$ cat src/rtl/uart_tx_fifo.sv
// Buffered 8N1 UART transmitter: a small FIFO feeds a start/data/stop serialiser.
// Bit timing comes from an internal baud down-count on clk; data_t is fully registered.
module uart_tx_fifo #(
  parameter int CLKS_PER_BIT = 10417,
  parameter int FIFO_AW      = 3,
  parameter int STOP_BITS    = 1
) (
  input  logic               clk,
  input  logic               rst_n,
  input  logic [7:0]         tx_data,
  input  logic               tx_valid,
  output logic               tx_ready,
  output logic               data_t,
  output logic               busy,
  output logic [FIFO_AW:0]   fifo_count
);

  // state | meaning
  // IDLE  | line high, waiting for a queued byte
  // START | start bit (low)
  // DATA  | data bits, LSB first
  // STOP  | stop bit(s); pops the next byte back-to-back at the end
  typedef enum logic [1:0] {S_IDLE, S_START, S_DATA, S_STOP} state_t;

  localparam int                 DEPTH    = 2 ** FIFO_AW;
  localparam int                 BW       = $clog2(CLKS_PER_BIT);
  localparam logic [FIFO_AW:0]   FULL_CNT = (FIFO_AW + 1)'(DEPTH);
  localparam logic [BW-1:0]      BAUD_MAX = BW'(CLKS_PER_BIT - 1);
  localparam logic [2:0]         STOP_MAX = 3'(STOP_BITS - 1);

  logic [7:0]         mem_q [DEPTH];
  logic [FIFO_AW-1:0] wr_ptr_q, rd_ptr_q;
  logic [FIFO_AW:0]   count_q, count_d;

  state_t             state_q;
  logic [BW-1:0]      baud_q;
  logic [2:0]         bit_idx_q;
  logic [7:0]         shift_q;
  logic               data_t_q, busy_q;

  logic push, pop, baud_done, last_stop;

  assign tx_ready   = (count_q != FULL_CNT);
  assign fifo_count = count_q;
  assign data_t     = data_t_q;
  assign busy       = busy_q;

  assign push      = tx_valid && tx_ready;
  assign baud_done = (baud_q == BAUD_MAX);
  assign last_stop = (bit_idx_q == STOP_MAX);
  assign pop       = (count_q != '0) &&
                     ((state_q == S_IDLE) || (state_q == S_STOP && baud_done && last_stop));

  always_comb begin
    count_d = count_q;
    if (push && !pop)      count_d = count_q + 1'b1;
    else if (!push && pop) count_d = count_q - 1'b1;
  end

  // Storage has no reset; only pointers and count are cleared.
  always_ff @(posedge clk) begin
    if (push) mem_q[wr_ptr_q] <= tx_data;
  end

  always_ff @(posedge clk or negedge rst_n) begin
    if (!rst_n) begin
      wr_ptr_q <= '0;
      rd_ptr_q <= '0;
      count_q  <= '0;
    end else begin
      if (push) wr_ptr_q <= wr_ptr_q + 1'b1;
      if (pop)  rd_ptr_q <= rd_ptr_q + 1'b1;
      count_q <= count_d;
    end
  end

  always_ff @(posedge clk or negedge rst_n) begin
    if (!rst_n) begin
      state_q   <= S_IDLE;
      baud_q    <= '0;
      bit_idx_q <= '0;
      shift_q   <= '0;
      data_t_q  <= 1'b1;
      busy_q    <= 1'b0;
    end else begin
      case (state_q)
        S_IDLE: begin
          baud_q    <= '0;
          bit_idx_q <= '0;
          if (pop) begin
            shift_q  <= mem_q[rd_ptr_q];
            state_q  <= S_START;
            data_t_q <= 1'b0;
            busy_q   <= 1'b1;
          end
        end
        S_START: begin
          if (baud_done) begin
            baud_q    <= '0;
            bit_idx_q <= '0;
            state_q   <= S_DATA;
            data_t_q  <= shift_q[0];
          end else begin
            baud_q <= baud_q + 1'b1;
          end
        end
        S_DATA: begin
          if (baud_done) begin
            baud_q <= '0;
            if (bit_idx_q == 3'd7) begin
              bit_idx_q <= '0;
              state_q   <= S_STOP;
              data_t_q  <= 1'b1;
            end else begin
              bit_idx_q <= bit_idx_q + 3'd1;
              shift_q   <= shift_q >> 1;
              data_t_q  <= shift_q[1];
            end
          end else begin
            baud_q <= baud_q + 1'b1;
          end
        end
        S_STOP: begin
          if (baud_done) begin
            baud_q <= '0;
            // bit_idx_q doubles as the stop-bit counter here
            if (!last_stop) begin
              bit_idx_q <= bit_idx_q + 3'd1;
            end else if (pop) begin
              bit_idx_q <= '0;
              shift_q   <= mem_q[rd_ptr_q];
              state_q   <= S_START;
              data_t_q  <= 1'b0;
            end else begin
              bit_idx_q <= '0;
              state_q   <= S_IDLE;
              busy_q    <= 1'b0;
            end
          end else begin
            baud_q <= baud_q + 1'b1;
          end
        end
        default: begin
          state_q  <= S_IDLE;
          data_t_q <= 1'b1;
          busy_q   <= 1'b0;
        end
      endcase
    end
  end

endmodule

$ cat config.mk
export PLATFORM = sky130hd
export DESIGN_NAME = uart_tx_fifo
export DESIGN_NICKNAME = d
export VERILOG_FILES = /design/src/rtl/uart_tx_fifo.sv
export SDC_FILE = /design/constraint.sdc
export NUM_CORES = 1
export LEC_CHECK = 0
export CAP_MARGIN = 25
export CORE_MARGIN = 10
export CORE_UTILIZATION = 60
export CTS_BUF_LIST = sky130_fd_sc_hd__clkbuf_8
export DETAILED_ROUTE_END_ITERATION = 16
export PLACE_DENSITY = 0.79
export SETUP_SLACK_MARGIN = 0.3
export SLEW_MARGIN = 25
export SYNTH_ARGS = -nofsm -noshare
export SYNTH_HDL_FRONTEND = slang
export SYNTH_SLANG_ARGS = --single-unit
$ cat constraint.sdc
create_clock -name clk -period 6.7 [get_ports clk]
set_input_delay 1.34 -clock clk [delete_from_list [all_inputs] [get_ports clk]]
set_output_delay 1.34 -clock clk [all_outputs]
set_load 0.05 [all_outputs]
==> results of run 1 <==
==> kinds of logic after synthesis <==
kind of cell | share of synthesized area [%]
adder cells (fa/ha/maj) | 4.47
buffers and inverters | 2.02
XOR/XNOR | 3.77
flip-flops | 62.4
AND/OR/NAND/NOR | 10.7
multiplexers | 10.4
AO/OA/AOI/OAI | 6.22
==> cell type report <==
| class | instances | area share (%) |
|---|---|---|
| flip-flops and latches | 103 | 56.2 |
| clock buffers | 9 | 2.40 |
| clock inverters | 7 | 1.84 |
| inverters | 13 | 0.946 |
| well taps | 102 | 2.47 |
| multi-input cells | 221 | 32.2 |
| repair buffers | 22 | 3.93 |
==> sequential cells by signal (all words and copies together), names as in the netlist <==
register / count
bit_idx_q: 3
busy: 1
shift_q: 8
data_t: 1
mem_q: 64
baud_q: 14
fifo_count: 4
wr_ptr_q: 3
rd_ptr_q: 3
state_q: 2
==> placed cells by master, fill, tap and decap left out, types with 12 or more instances in the layout <==
cell	synthesis	layout
sky130_fd_sc_hd__inv_1	13	13
sky130_fd_sc_hd__dfrtp_1	38	38
sky130_fd_sc_hd__nor2_1	32	32
sky130_fd_sc_hd__xnor2_1	12	12
sky130_fd_sc_hd__clkdlybuf4s50_1	0	16
sky130_fd_sc_hd__ha_1	15	15
sky130_fd_sc_hd__nand2_1	30	30
sky130_fd_sc_hd__mux2_2	23	23
sky130_fd_sc_hd__mux2i_1	17	17
sky130_fd_sc_hd__edfxtp_1	64	64
sky130_fd_sc_hd__o21ai_0	16	16
==> stage by stage <==
step	util, %	total power, µW	setup slack [ns]
floorplan	-	994	3.43
global placement	64.6	1090	3.25
detailed placement	64.6	1110	3.18
CTS	67.4	1510	2.99
global route	67.4	1570	2.94
finish	67.4	1500	3.01
==> layer usage <==
metal / share of wire, % / wire length (µm)
met5: 0 / 0
met4: 1.4 / 112
met3: 3.6 / 296
met2: 52 / 4310
met1: 43 / 3550
==> cell usage after synthesis, types with 4 or more instances <==
| master | instances |
|---|---|
| sky130_fd_sc_hd__inv_1 | 13 |
| sky130_fd_sc_hd__clkbuf_1 | 7 |
| sky130_fd_sc_hd__o21ai_0 | 16 |
| sky130_fd_sc_hd__mux2_2 | 23 |
| sky130_fd_sc_hd__nor3_1 | 9 |
| sky130_fd_sc_hd__edfxtp_1 | 64 |
| sky130_fd_sc_hd__ha_1 | 15 |
| sky130_fd_sc_hd__nand3_1 | 5 |
| sky130_fd_sc_hd__nand2b_1 | 5 |
| sky130_fd_sc_hd__nor2_1 | 32 |
| sky130_fd_sc_hd__xnor2_1 | 12 |
| sky130_fd_sc_hd__a21oi_1 | 4 |
| sky130_fd_sc_hd__dfrtp_1 | 38 |
| sky130_fd_sc_hd__o22ai_1 | 5 |
| sky130_fd_sc_hd__mux2i_1 | 17 |
| sky130_fd_sc_hd__a221o_1 | 5 |
| sky130_fd_sc_hd__xor2_1 | 8 |
| sky130_fd_sc_hd__nand2_1 | 30 |
==> worst reg2reg max path, stage by stage, from the launching register on <==
cell and delay, ns:
sky130_fd_sc_hd__dfrtp_1 0.43, sky130_fd_sc_hd__inv_1 0.07, sky130_fd_sc_hd__ha_1 0.14, sky130_fd_sc_hd__or4b_4 0.48, sky130_fd_sc_hd__nor4_4 0.30, sky130_fd_sc_hd__a41oi_1 0.23
sky130_fd_sc_hd__nor2_1 0.26, sky130_fd_sc_hd__inv_1 0.07, sky130_fd_sc_hd__ha_1 0.21, sky130_fd_sc_hd__inv_1 0.12, sky130_fd_sc_hd__ha_1 0.25, sky130_fd_sc_hd__a21o_1 0.18
sky130_fd_sc_hd__a21oi_1 0.17, sky130_fd_sc_hd__xnor2_1 0.13, sky130_fd_sc_hd__nor2_1 0.06, sky130_fd_sc_hd__xor2_1 0.14
==> report_power, final <==
group          switching, µW  leakage [µW]  internal [µW]
sequential              58.7       0.00106            757
combinational            165      0.000702            107
clock                    227      0.000111            184
==> how the worst max path moves through the flow <==
stage,end,slack (ns),cells past startpoint
after global routing,tx_ready,2.94,2
after detailed placement,fifo_count[3],3.18,11
after CTS,tx_ready,2.99,2
final,tx_ready,3.01,2
after floorplan,fifo_count[3],3.43,11
after global placement,fifo_count[3],3.25,11
==> impl_metrics.csv, run 1 <==
group,metric,value,unit
synth,synth_area,4650,µm²
global_route,met1_capacity_usage_during_global_routing,17.8,%
finish,post_route_cells_drive_above_1_share,14.4,%
place,finalWeightedCongestion,0.904,
setup_path,cp_data_arrival_time,2.35,ns
sta,clock-skew-final,0.0131,ns
synth,synth_top_cell_by_area,"sky130_fd_sc_hd__edfxtp_1",
cts,cts_buffers,9,
floorplanning,ioPinCount,18,
place,dpl-instance-area,4940,µm²
synth,yosys_most_used_dff,"sky130_fd_sc_hd__edfxtp_1",
sta,fmaxAchievable,271,MHz
route,via_count,2718,
route,final_antenna_net_count,0,
synth,syn_area_per_cell,13.4,µm²
pwr,power.static_leakage,0.00188,µW
min_path,hold_path_depth,1,
setup_path,critical-path-slowest-cell,"sky130_fd_sc_hd__or4b_2",
route,route.final.wire_length,8260,µm
global_route,grt_pass1_wl,13800,µm
min_path,worst_min_delay_path_endpoint,"shift_q[6]",
sta,finalHoldViolations,0,
pwr,peakVddDrop,235,µV
run,timing.max_cap.violations,0,
global_route,pin_count_of_the_biggest_net_entering_global_routing,40,
setup_path,path_max_fanout,9,
sta,min_period_over_period,55.1,%
floorplanning,row_count,32,
finish,register_area,2900,µm²
synth,synth_edf_count,64,
synth,largest_cells_by_area_after_synthesis,"sky130_fd_sc_hd__edfxtp_1 (41%), sky130_fd_sc_hd__dfrtp_1 (20%), sky130_fd_sc_hd__mux2_2 (5.6%)",
cts,cts-htree-levels,3,
cts,clk_latency_worst_skew_pair,0.37,ns
sta,timing_worst_slew_pin_value,0.842,ns
sta,final-setup-viol-count,0,
route,drc,0,
cts,cts_hold_repair.buffers,0,
setup_path,cp.buffers_inverters,1,
finish,finish.instance_area,5160,µm²
setup_path,critical_path.cell_chain,"or4b_2 -> clkdlybuf4s50_1",
global_route,number_of_global_route_vias_before_repair,2784,
cts,clock_sinks,103,
global_route,grt_use_total,15.2,%
synth,yosysSeqAreaShare,62.4,%
setup_path,category_of_the_critical_setup_timing_path,"reg2out",
setup_path,critical_path.top_delay_family,"simple AND/OR/NAND/NOR gates",
synth,syn_inst,348,
setup_path,timing.critical_path.from_type,"flop",
floorplanning,core-area,7650,µm²
sta,setup_tns,0,ns
setup_path,worst-r2r-setup-slack,3.35,ns
sta,worst_slew_margin_rel,43.6,%
global_route,grt.met2_usage,26.3,%
setup_path,reg2reg_path_depth,15,
route,drt-wirelength-per-cell,17.3,µm
synth,synth_async_sr_flop_share,37.9,%
sta,grt_setup_unrepaired,"no",
synth,yosys_warnings,0,
cts,post_cts.resized_instances,0,
synth,synth-seq-cells,103,
finish,layout.filler_cells,568,
floorplanning,start_util,60.8,%
global_route,grt_antenna_before_repair,0,
route,via_per_inst,5.70,
global_route,use_met3,4.10,%
finish,antenna_cells_inserted,0,
setup_path,worst_setup_path_startpoint,"fifo_count[0]",
cts,cts_root_buf,"sky130_fd_sc_hd__clkbuf_8",
finish,layout_cells_excl_fill,477,
route,initialDrtViolationCount,146,
global_route,grt.overflow.total,0,
finish,layout-area-overhead-vs-synth,11.0,%
pwr,power_density,290,nW/µm²
setup_path,required,5.36,ns
global_route,grt_busiest_layer,"met2",
min_path,holdCritStartpoint,"shift_q[6]",
synth,synth_top_cell_area_share,41.3,%
route,detail_route.first_pass.iterations,4,
sta,final-max-slew-violation-count,0,
setup_path,worstSetupEndpointType,"primary output",
floorplanning,die_height,108,µm
floorplanning,die-width,108,µm
setup_path,r2r_end,"fifo_count[3]",
setup_path,cpPeakStageDelay,0.74,ns
run_status,run_status,"finished, final reports clean",
place,dp_hpwl,5680,µm
cts,clk_transition_reported_paths,0.10,ns
synth,synth.lib_cells_used.distinct,47,
place,io_buffers,17,
setup_path,reg2reg_from,"baud_q[0]",
synth,syn-num-nets,375,
finish,nets,397,
sta,layout_min_cycle_time,3.69,ns
place,place_inst,461,
sta,hold-worst-slack,0.519,ns
finish,multi_input_area,1660,µm²
min_path,worst_hold_path_class,"reg2reg",
floorplanning,die_area,11700,µm²
cts,postCtsSetupBuffers,0,
cts,clock_tree_from_tritoncts,"built",
cts,cts-root-to-sink-buffers,2,
Power figures use the tool's default switching activity.
==> run 2: changes to the inputs <==
==> constraint.sdc (replaced) <==
create_clock -name clk -period 3.4 [get_ports clk]
set_input_delay 0.68 -clock clk [delete_from_list [all_inputs] [get_ports clk]]
set_output_delay 0.68 -clock clk [all_outputs]
set_load 0.05 [all_outputs]
==> run 2 against run 1 <==
Net effect: via count is 0.52% lower; count of clock-buffer cells in the layout stayed put; clock skew is 0.0025 ns lower; clock power is 85% higher; sequential share of layout area is 1.4 points lower; design area is 2.5% higher; die area stayed put; critical path type is now reg2reg; largest power group unchanged.
==> impl_metrics.csv, run 2 (same netlist as run 1, synthesis figures left out) <==
group,metric,value,unit
finish,mostFrequentLayoutCell,"sky130_fd_sc_hd__edfxtp_1",
setup_path,path_max_fanout,4,
route,drt-wirelength-per-cell,16.7,µm
cts,cts_root_buf,"sky130_fd_sc_hd__clkbuf_8",
setup_path,required,3.67,ns
finish,layout.filler_cells,553,
setup_path,worst-r2r-setup-slack,0.33,ns
cts,cts-htree-levels,3,
cts,clock_tree_from_tritoncts,"built",
setup_path,cp_data_arrival_time,3.34,ns
sta,fmaxAchievable,326,MHz
floorplanning,die_height,108,µm
finish,largest_register_ffs,64,
route,drc,0,
finish,top_register,"mem_q",
floorplanning,die_area,11700,µm²
cts,clock_sinks,103,
finish,post_route_cells_drive_above_1_share,19.1,%
pwr,power_density,560,nW/µm²
setup_path,worstSetupEndpointType,"flop",
cts,cts_hold_repair.buffers,0,
sta,final-setup-viol-count,0,
global_route,grt_antenna_before_repair,0,
floorplanning,start_util,60.8,%
global_route,grt_pass1_wl,13300,µm
setup_path,reg2reg_from,"baud_q[0]",
run_status,run_status,"finished, final reports clean",
global_route,number_of_global_route_vias_before_repair,2733,
route,route.final.wire_length,8190,µm
sta,final-max-slew-violation-count,0,
route,via_per_inst,5.53,
floorplanning,row_count,32,
cts,clk_latency_worst_skew_pair,0.38,ns
route,final_antenna_net_count,0,
sta,clock-skew-final,0.0106,ns
pwr,power.static_leakage,0.00193,µW
floorplanning,ioPinCount,18,
global_route,grt.overflow.total,0,
sta,layout_min_cycle_time,3.07,ns
route,detail_route.first_pass.iterations,4,
cts,clk_transition_reported_paths,0.11,ns
place,dpl-instance-area,4970,µm²
sta,worst_slew_margin_rel,43.8,%
floorplanning,die-width,108,µm
finish,layout_top_registers,"mem_q x64, baud_q x14, shift_q x8",
place,io_buffers,17,
finish,multi_input_area,1710,µm²
global_route,pin_count_of_the_biggest_net_entering_global_routing,40,
finish,nets,409,
sta,min_period_over_period,90.3,%
finish,mostFrequentLayoutCells,"sky130_fd_sc_hd__edfxtp_1 (64), sky130_fd_sc_hd__dfrtp_1 (38), sky130_fd_sc_hd__nor2_1 (31), sky130_fd_sc_hd__nand2_1 (30), sky130_fd_sc_hd__mux2_2 (23)",
place,dp_hpwl,5600,µm
place,finalWeightedCongestion,0.848,
finish,register_area,2900,µm²
global_route,grt_use_total,14.6,%
run,timing.max_cap.violations,0,
finish,layout-area-overhead-vs-synth,13.8,%
sta,finalHoldViolations,0,
setup_path,timing.critical_path.from_type,"flop",
sta,setup_tns,0,ns
pwr,peakVddDrop,366,µV
finish,finish.instance_area,5290,µm²
setup_path,worst_setup_path_startpoint,"baud_q[0]",
route,initialDrtViolationCount,148,
setup_path,category_of_the_critical_setup_timing_path,"reg2reg",
cts,cts-root-to-sink-buffers,2,
finish,antenna_cells_inserted,0,
sta,timing_worst_slew_pin_value,0.843,ns
cts,cts_buffers,9,
floorplanning,core-area,7650,µm²
sta,grt_setup_unrepaired,"yes",
min_path,worst_hold_path_class,"in2async",
route,via_count,2704,
==> run 2: cell types whose count changed in the layout (fill, tap and decap cells not counted), sizes merged <==
cell / before / now
bufinv: 1 / 0
buf: 6 / 18
clkinvlp: 0 / 1
==> run 2: final timing paths <==
kind                       depth (start not counted)             to
setup / recovery                                  15  fifo_count[3]
hold / removal                                     1     baud_q[11]
setup reg to reg                                  15  fifo_count[3]
hold reg to reg                                    1     shift_q[6]
max in group asynchronous                          1    rd_ptr_q[1]
min in group clk                                   1     shift_q[6]
==> run 2: repair_timing <==
item / CTS / global route
resized for setup: 2 / 9
endpoints found under the hold margin: 0 / 0
pin swaps: 1 / 7
setup endpoints to repair: 1 / 1
buffers inserted: 1 / 6
==> run 2: metal layers <==
| layer | vias to the layer above | routed length [µm] | track usage, % |
|---|---|---|---|
| met5 | - | 0 | 0 |
| met4 | 0 | 197 | 6.58 |
| met3 | 17 | 294 | 3.33 |
| met2 | 47 | 4210 | 24.9 |
| met1 | 1300 | 3490 | 17.4 |
| li1 | 1340 | - | - |
==> run 2: area by class of cell <==
class | instances | share of cell area, %
flip-flops and latches | 103 | 54.8
multi-input cells | 221 | 32.4
repair buffers | 34 | 5.54
well taps | 102 | 2.41
clock buffers | 9 | 2.34
clock inverters | 7 | 1.51
inverters | 13 | 0.970
==> run 2: per-stage QoR <==
stage	utilization (%)	instances	total power [µW]	worst slack, ns	hold WS, ns
final	69.1	489	2960	0.331	0.396
after CTS	67.9	483	2930	0.302	0.419
after global routing	69.1	489	3110	0.199	0.447
after detailed placement	65.1	466	2180	0.192	0.494
after floorplan	-	348	1960	0.334	0.384
after global placement	65.1	466	2160	0.307	0.468
==> run 2: worst max-delay path, stage by stage (launching register included) <==
cell,delay [ns]
sky130_fd_sc_hd__dfrtp_1,0.42
sky130_fd_sc_hd__inv_1,0.07
sky130_fd_sc_hd__ha_2,0.15
sky130_fd_sc_hd__or4b_4,0.47
sky130_fd_sc_hd__nor4_4,0.35
sky130_fd_sc_hd__a41oi_2,0.20
sky130_fd_sc_hd__nor2_2,0.17
sky130_fd_sc_hd__inv_2,0.06
sky130_fd_sc_hd__ha_4,0.17
sky130_fd_sc_hd__inv_4,0.07
sky130_fd_sc_hd__ha_4,0.19
sky130_fd_sc_hd__a21o_1,0.16
sky130_fd_sc_hd__a21oi_2,0.14
sky130_fd_sc_hd__xnor2_1,0.14
sky130_fd_sc_hd__nor2_1,0.08
sky130_fd_sc_hd__xor2_1,0.13
==> run 2: power breakdown <==
| group | total (µW) | internal, µW | leakage [µW] | switching, µW |
|---|---|---|---|---|
| clock | 759 | 294 | 0.0000998 | 466 |
| combinational | 585 | 251 | 0.000767 | 334 |
| sequential | 1620 | 1490 | 0.00106 | 126 |
| total | 2960 | 2030 | 0.00193 | 926 |
==> run 3: changes to the inputs <==
--- a/config.mk
+++ b/config.mk
@@ -9,6 +9,7 @@
 export CORE_MARGIN = 10
 export CORE_UTILIZATION = 60
 export CTS_BUF_LIST = sky130_fd_sc_hd__clkbuf_8
+export CTS_CLUSTER_DIAMETER = 50
 export DETAILED_ROUTE_END_ITERATION = 16
 export PLACE_DENSITY = 0.79
 export SETUP_SLACK_MARGIN = 0.3
==> results of run 3 <==
Same layout as run 2: the final DEF is identical, and so are final timing and power.
==> edit 1 (config.mk and constraints of run 1) <==
Change the parameter `FIFO_AW` from 3 to 4.
--- a/src/rtl/uart_tx_fifo.sv
+++ b/src/rtl/uart_tx_fifo.sv
@@ -2,7 +2,7 @@
 // Bit timing comes from an internal baud down-count on clk; data_t is fully registered.
 module uart_tx_fifo #(
   parameter int CLKS_PER_BIT = 10417,
-  parameter int FIFO_AW      = 3,
+  parameter int FIFO_AW      = 4,
   parameter int STOP_BITS    = 1
 ) (
   input  logic               clk,
Interface: changed (resized fifo_count); port bits go from 18 to 19. The function was not compared with the original's and may differ.
==> edit 1 against run 1 <==
Utilization fell by 0.24 points; synthesized area increased by 58%; design area rose by 57%; final cell count up 48%; sequential cell count grew 67; worst setup slack better by 180 ps; total power grew 61%; largest power group unchanged; fmax grew 5.1%; routed wire length grew 73%.
==> edit 1: results (changes against run 1) <==
The maximum resistive drop on vdd is 0.2144 mV (-8.9%), and the share of synthesized registers carrying an async set or reset is 0.2471 (-0.1316). Counting instances in the post-synthesis netlist gives the leading cell types as edfxtp_1, mux2i_1, dfrtp_1, nand2_1, nor2_1. The largest registers in the layout are mem_q (128), baud_q (14), shift_q (8).

The quantity of I/O buffers inserted on ports is 18 (+1), and the leakage dissipation is 2.993 nW (+60%). The flow ran to the end, and the final reports show no timing, DRC or antenna violations. The total length of routed met2 wires came out at 7503 µm (+74%). The final-layout fill cell count was 818 (+44%). The run gives 4 (+1) as the number of H-tree branching levels. Number of search-and-repair iterations in the first detailed-routing pass: 5 (+1). The dominant delay contributor by cell family on the critical path is buffers and inverters. The tools report the final weighted congestion of routability-driven global placement as 0.8890 (-1.7%). The source-to-sink clock delay at the later pin of the worst-skew pair is 450 ps (+80 ps).

The net count after synthesis is 563 (+50%). The logs give 0.147 (-0.034) for the part of the power in combinational logic and 22470 µm (+62%) for the global-route wire length before repair. The met3 wirelength from detailed routing was 1012 µm (+240%). The switching power share of the total works out to 0.2698 (-0.03069). Final HPWL from detailed placement: 9536 µm (+68%).

In the post-synthesis netlist, the biggest area contributors are edfxtp_1, dfrtp_1, mux2i_1, ha_1, nand3_1. Via count of the first global-routing pass: 4347 (+56%). The logs give 578 (+46%) for the net count reported at finish and 368 (+150%) for the number of DRC violations after detailed-routing iteration 0.

The highest-delay cell along the critical path was clkdlybuf4s50_1. For the clock buffer count from CTS, the log shows 17 (+8). The sequential fraction of the synthesis area is 0.6660 (+0.04235).
edit 1: cell count changes in the layout (fill, tap and decap cells not counted), sizes merged, moves of 8 or more:
cell	delta
edfxtp	+64
mux2i	+47
nand3	+27
a21oi	+16
a22oi	+16
mux2	-12
nand2	+11
clkbuf	+8
edit 1: cell type report:
| cell class | count | share of cell area |
|---|---|---|
| flip-flops and latches | 170 | 0.6067 |
| inverters | 15 | 0.006976 |
| well taps | 147 | 0.02279 |
| clock inverters | 14 | 0.02232 |
| multi-input cells | 323 | 0.2883 |
| repair buffers | 20 | 0.02387 |
| clock buffers | 17 | 0.02899 |
edit 1: final timing paths:
path | to | slack (ps) | depth (start not counted) | start
max in group asynchronous | rd_ptr_q[1] | 5440 | 1 | rst_n
min | rd_ptr_q[3] | 500 | 1 | rd_ptr_q[3]
max reg2reg | fifo_count[4] | 3240 | 14 | baud_q[0]
min in group asynchronous | baud_q[9] | 870 | 1 | rst_n
min reg2reg | rd_ptr_q[3] | 500 | 1 | rd_ptr_q[3]
max | tx_ready | 3190 | 3 | fifo_count[3]
edit 1: cells by family (layout without fill, tap and decap cells):
family	after synthesis	count (layout)	share of synthesized area
AOI/OAI and AO/OA	61	61	0.05294
muxes	76	76	0.1055
buffers and inverters	39	66	0.02008
adders and majority gates	20	20	0.03506
and+or+nand+nor	143	143	0.09294
DFF	170	170	0.6660
xor gates and xnor gates	23	23	0.02740
edit 1: metrics by stage:
stage	setup WS [ps]	instance area, µm²	utilization	hold slack (ps)
after floorplan	3344	7351	-	461.2
after global placement	3045	7635	0.6356	487.6
after detailed placement	2950	7635	0.6356	494.7
after CTS	3164	8049	0.6701	505.7
after global routing	2981	8071	0.6720	537.2
final	3187	8071	0.6720	500.0
==> edit 2 (config.mk and constraints of run 1) <==
Without the edit above. Put one more register stage on the output `fifo_count`, without a reset. The value now appears one clock later. The other outputs are not delayed to match.
--- a/src/rtl/uart_tx_fifo.sv
+++ b/src/rtl/uart_tx_fifo.sv
@@ -41,7 +41,9 @@
   logic push, pop, baud_done, last_stop;
 
   assign tx_ready   = (count_q != FULL_CNT);
-  assign fifo_count = count_q;
+  always_ff @(posedge clk) begin
+    fifo_count <= count_q;
+  end
   assign data_t     = data_t_q;
   assign busy       = busy_q;
 
Behaviour: not the same (Yosys sat finds a counterexample within 4 cycles, from zero or initial values and one cycle with rst_n low).
==> edit 2 against run 1 <==
Die area shrank 0.96%; worst setup slack got worse by 170 ps; sequential share of layout area is 2.3 points higher; via count is 7.9% lower; combinational power shrank 1%; count of clock-buffer cells in the layout is the same; total power is 2.2% higher; clock power up 2%; sequential cell count increased by 4; sequential power is 3.6% higher; design area decreased by 1.2%; synthesized area fell by 1.2%; routed wire length shrank 5.1%; largest power group unchanged; highest routed layer unchanged.
==> edit 2: results (changes against run 1) <==
The logs give 5258 µm (-7.5%) for the final HPWL from detailed placement and 3 (unchanged) for the number of H-tree branching levels. Post-CTS setup repair buffer count: 0 (unchanged). The slew at the pin closest to its max-slew limit was 933.9 ps (+92.32 ps); the share of layout cells above drive strength 1 was 0.1349 (-0.009103). The multiplexer share of the synthesized area was 0.1103 (+0.005883); the worst clock skew on the final layout was 18.90 ps (+5.786 ps). The antenna cell count was 0 (unchanged).

The final weighted congestion of routability-driven global placement was 0.7886 (-13%). The largest individual stage delay along the critical path comes from the cell or4_1. The dominant delay contributor by cell family on the critical path was simple AND/OR/NAND/NOR gates. The global-route wire length before repair is 13320 µm (-3.7%). The compound-gate portion of the synthesized area was 0.04958 (-0.01260); the maximum resistive drop on vdd was 0.1890 mV (-20%). The tools report the initial antenna violation count as 0 (unchanged). The pre-CTS worst setup slack came out at 2824 ps (-354.6 ps). The total global routing track utilization is 0.1478 (-0.004589). The source-to-sink clock delay at the later pin of the worst-skew pair came out at 370 ps (about the same). The register clock-pin slew on the reported worst setup and hold paths came out at 100 ps (about the same).

Sorting the synthesized cells by how often they occur yields edfxtp_1, dfrtp_1, nand2_1, nor2_1, inv_1. The net count after synthesis was 342 (-8.8%). The largest registers in the layout are mem_q (64), baud_q (14), shift_q (8). The quantity of I/O buffers inserted on ports is 17 (unchanged).

The sequential fraction of the synthesis area was 0.6486 (+0.02491); the via count of the first global-routing pass was 2548 (-8.5%). The tools report the count of unique library cells instantiated by Yosys as 42 (-11%). The root buffer cell chosen for the clock tree is clkbuf_8. The delay of the slowest cell on the worst path was 710 ps (-30 ps); the worst-path maximum fanout was 9 (unchanged). Share of the synthesized netlist area taken by xor and xnor gates: 0.03814 (+0.0004517).

The total of cells resized after clock tree synthesis came out at 0 (unchanged). The total of warnings raised by yosys is 0 (unchanged), and the net count reported at finish is 363 (-8.6%). In the post-synthesis netlist, the biggest area contributors are edfxtp_1, dfrtp_1, mux4_2, ha_1, nand2_1. The critical path data arrival time is 4120 ps (+1770 ps), and the number of search-and-repair iterations in the first detailed-routing pass is 5 (+1). The run gives 7842 µm (-5.1%) as the total wirelength of the detailed-routed design. The buffer levels on the longest clock path came out at 2 (unchanged). For the maximum number of pins on one net before global-route repair, the log shows 40 (unchanged). The mean number of vias per cell is 5.689 (-0.17%).

The number of enable-type register cells in the synthesized netlist was 64 (unchanged). The path class of the tightest hold or removal check is flip-flop to flip-flop. The run finished with clean final reports.

The synthesized-area fraction occupied by adder cells is 0.04522 (+0.0005356). The tools report the clock buffer count from CTS as 9 (unchanged). The number of DRC violations after detailed-routing iteration 0 is 169 (+16%), and the leakage dissipation is 1.940 nW (+3.4%). Share of synthesized registers carrying an async set or reset: 0.3645 (-0.01415).
edit 2: path summary, 6_finish.rpt:
path,start,end,slack (ps),cells after the start
setup / recovery,baud_q[0],count_q[3],2840,14
hold / removal,count_q[3],fifo_count[3],460,0
setup reg to reg,baud_q[0],count_q[3],2840,14
hold reg to reg,count_q[3],fifo_count[3],460,0
max in group asynchronous,rst_n,rd_ptr_q[0],5030,1
min in group asynchronous,rst_n,wr_ptr_q[0],1070,1
edit 2: kinds of logic (layout without fill, tap and decap cells):
logic type,count (synthesis),count (layout)
multiplexers,30,30
flip-flops,107,107
AO/OA/AOI/OAI,30,30
AND/OR/NAND/NOR,82,82
buffers and inverters,30,56
adder cells (fa/ha/maj),16,16
XOR/XNOR,20,20
edit 2: worst reg2reg max path, cell delays in order (launching register included):
cell	delay, ps
dfrtp_1	430
inv_1	70
ha_1	130
or4b_1	420
or4_1	710
o41ai_4	650
inv_1	90
ha_1	220
inv_1	110
ha_1	250
a21o_1	160
a21oi_1	180
xnor2_1	140
nor2_1	60
xor2_1	140
edit 2: power by group:
part	total [mW]	leakage (nW)	internal (mW)	switching, mW
combinational	0.268	0.731	0.105	0.163
sequential	0.844	1.10	0.794	0.0509
clock	0.419	0.113	0.186	0.233
edit 2: final cells by class:
cell class              instances  area, µm²
flip-flops and latches        107       2980
fillers                       493       2236
multi-input cells             178       1506
repair buffers                 20      187.7
clock buffers                   9      123.9
well taps                      99      123.9
clock inverters                 7      97.59
inverters                      20      75.07
edit 2: routing by layer:
metal	track usage	wire, µm	vias to the layer above
li1	-	-	1198
met1	0.1921	3650	1251
met2	0.2415	3847	41
met3	0.03234	220	13
met4	0.04676	124	0
met5	0	0	-
edit 2: per-stage QoR:
stage / utilization / area [µm²] / cells / hold WS [ps]
after floorplan: - / 4593 / 315 / 397.7
after global placement: 0.6646 / 4872 / 424 / 437.4
after detailed placement: 0.6648 / 4873 / 424 / 442.9
after CTS: 0.6950 / 5095 / 440 / 466.1
after global routing: 0.6950 / 5095 / 440 / 479.9
final: 0.6950 / 5095 / 440 / 464.5
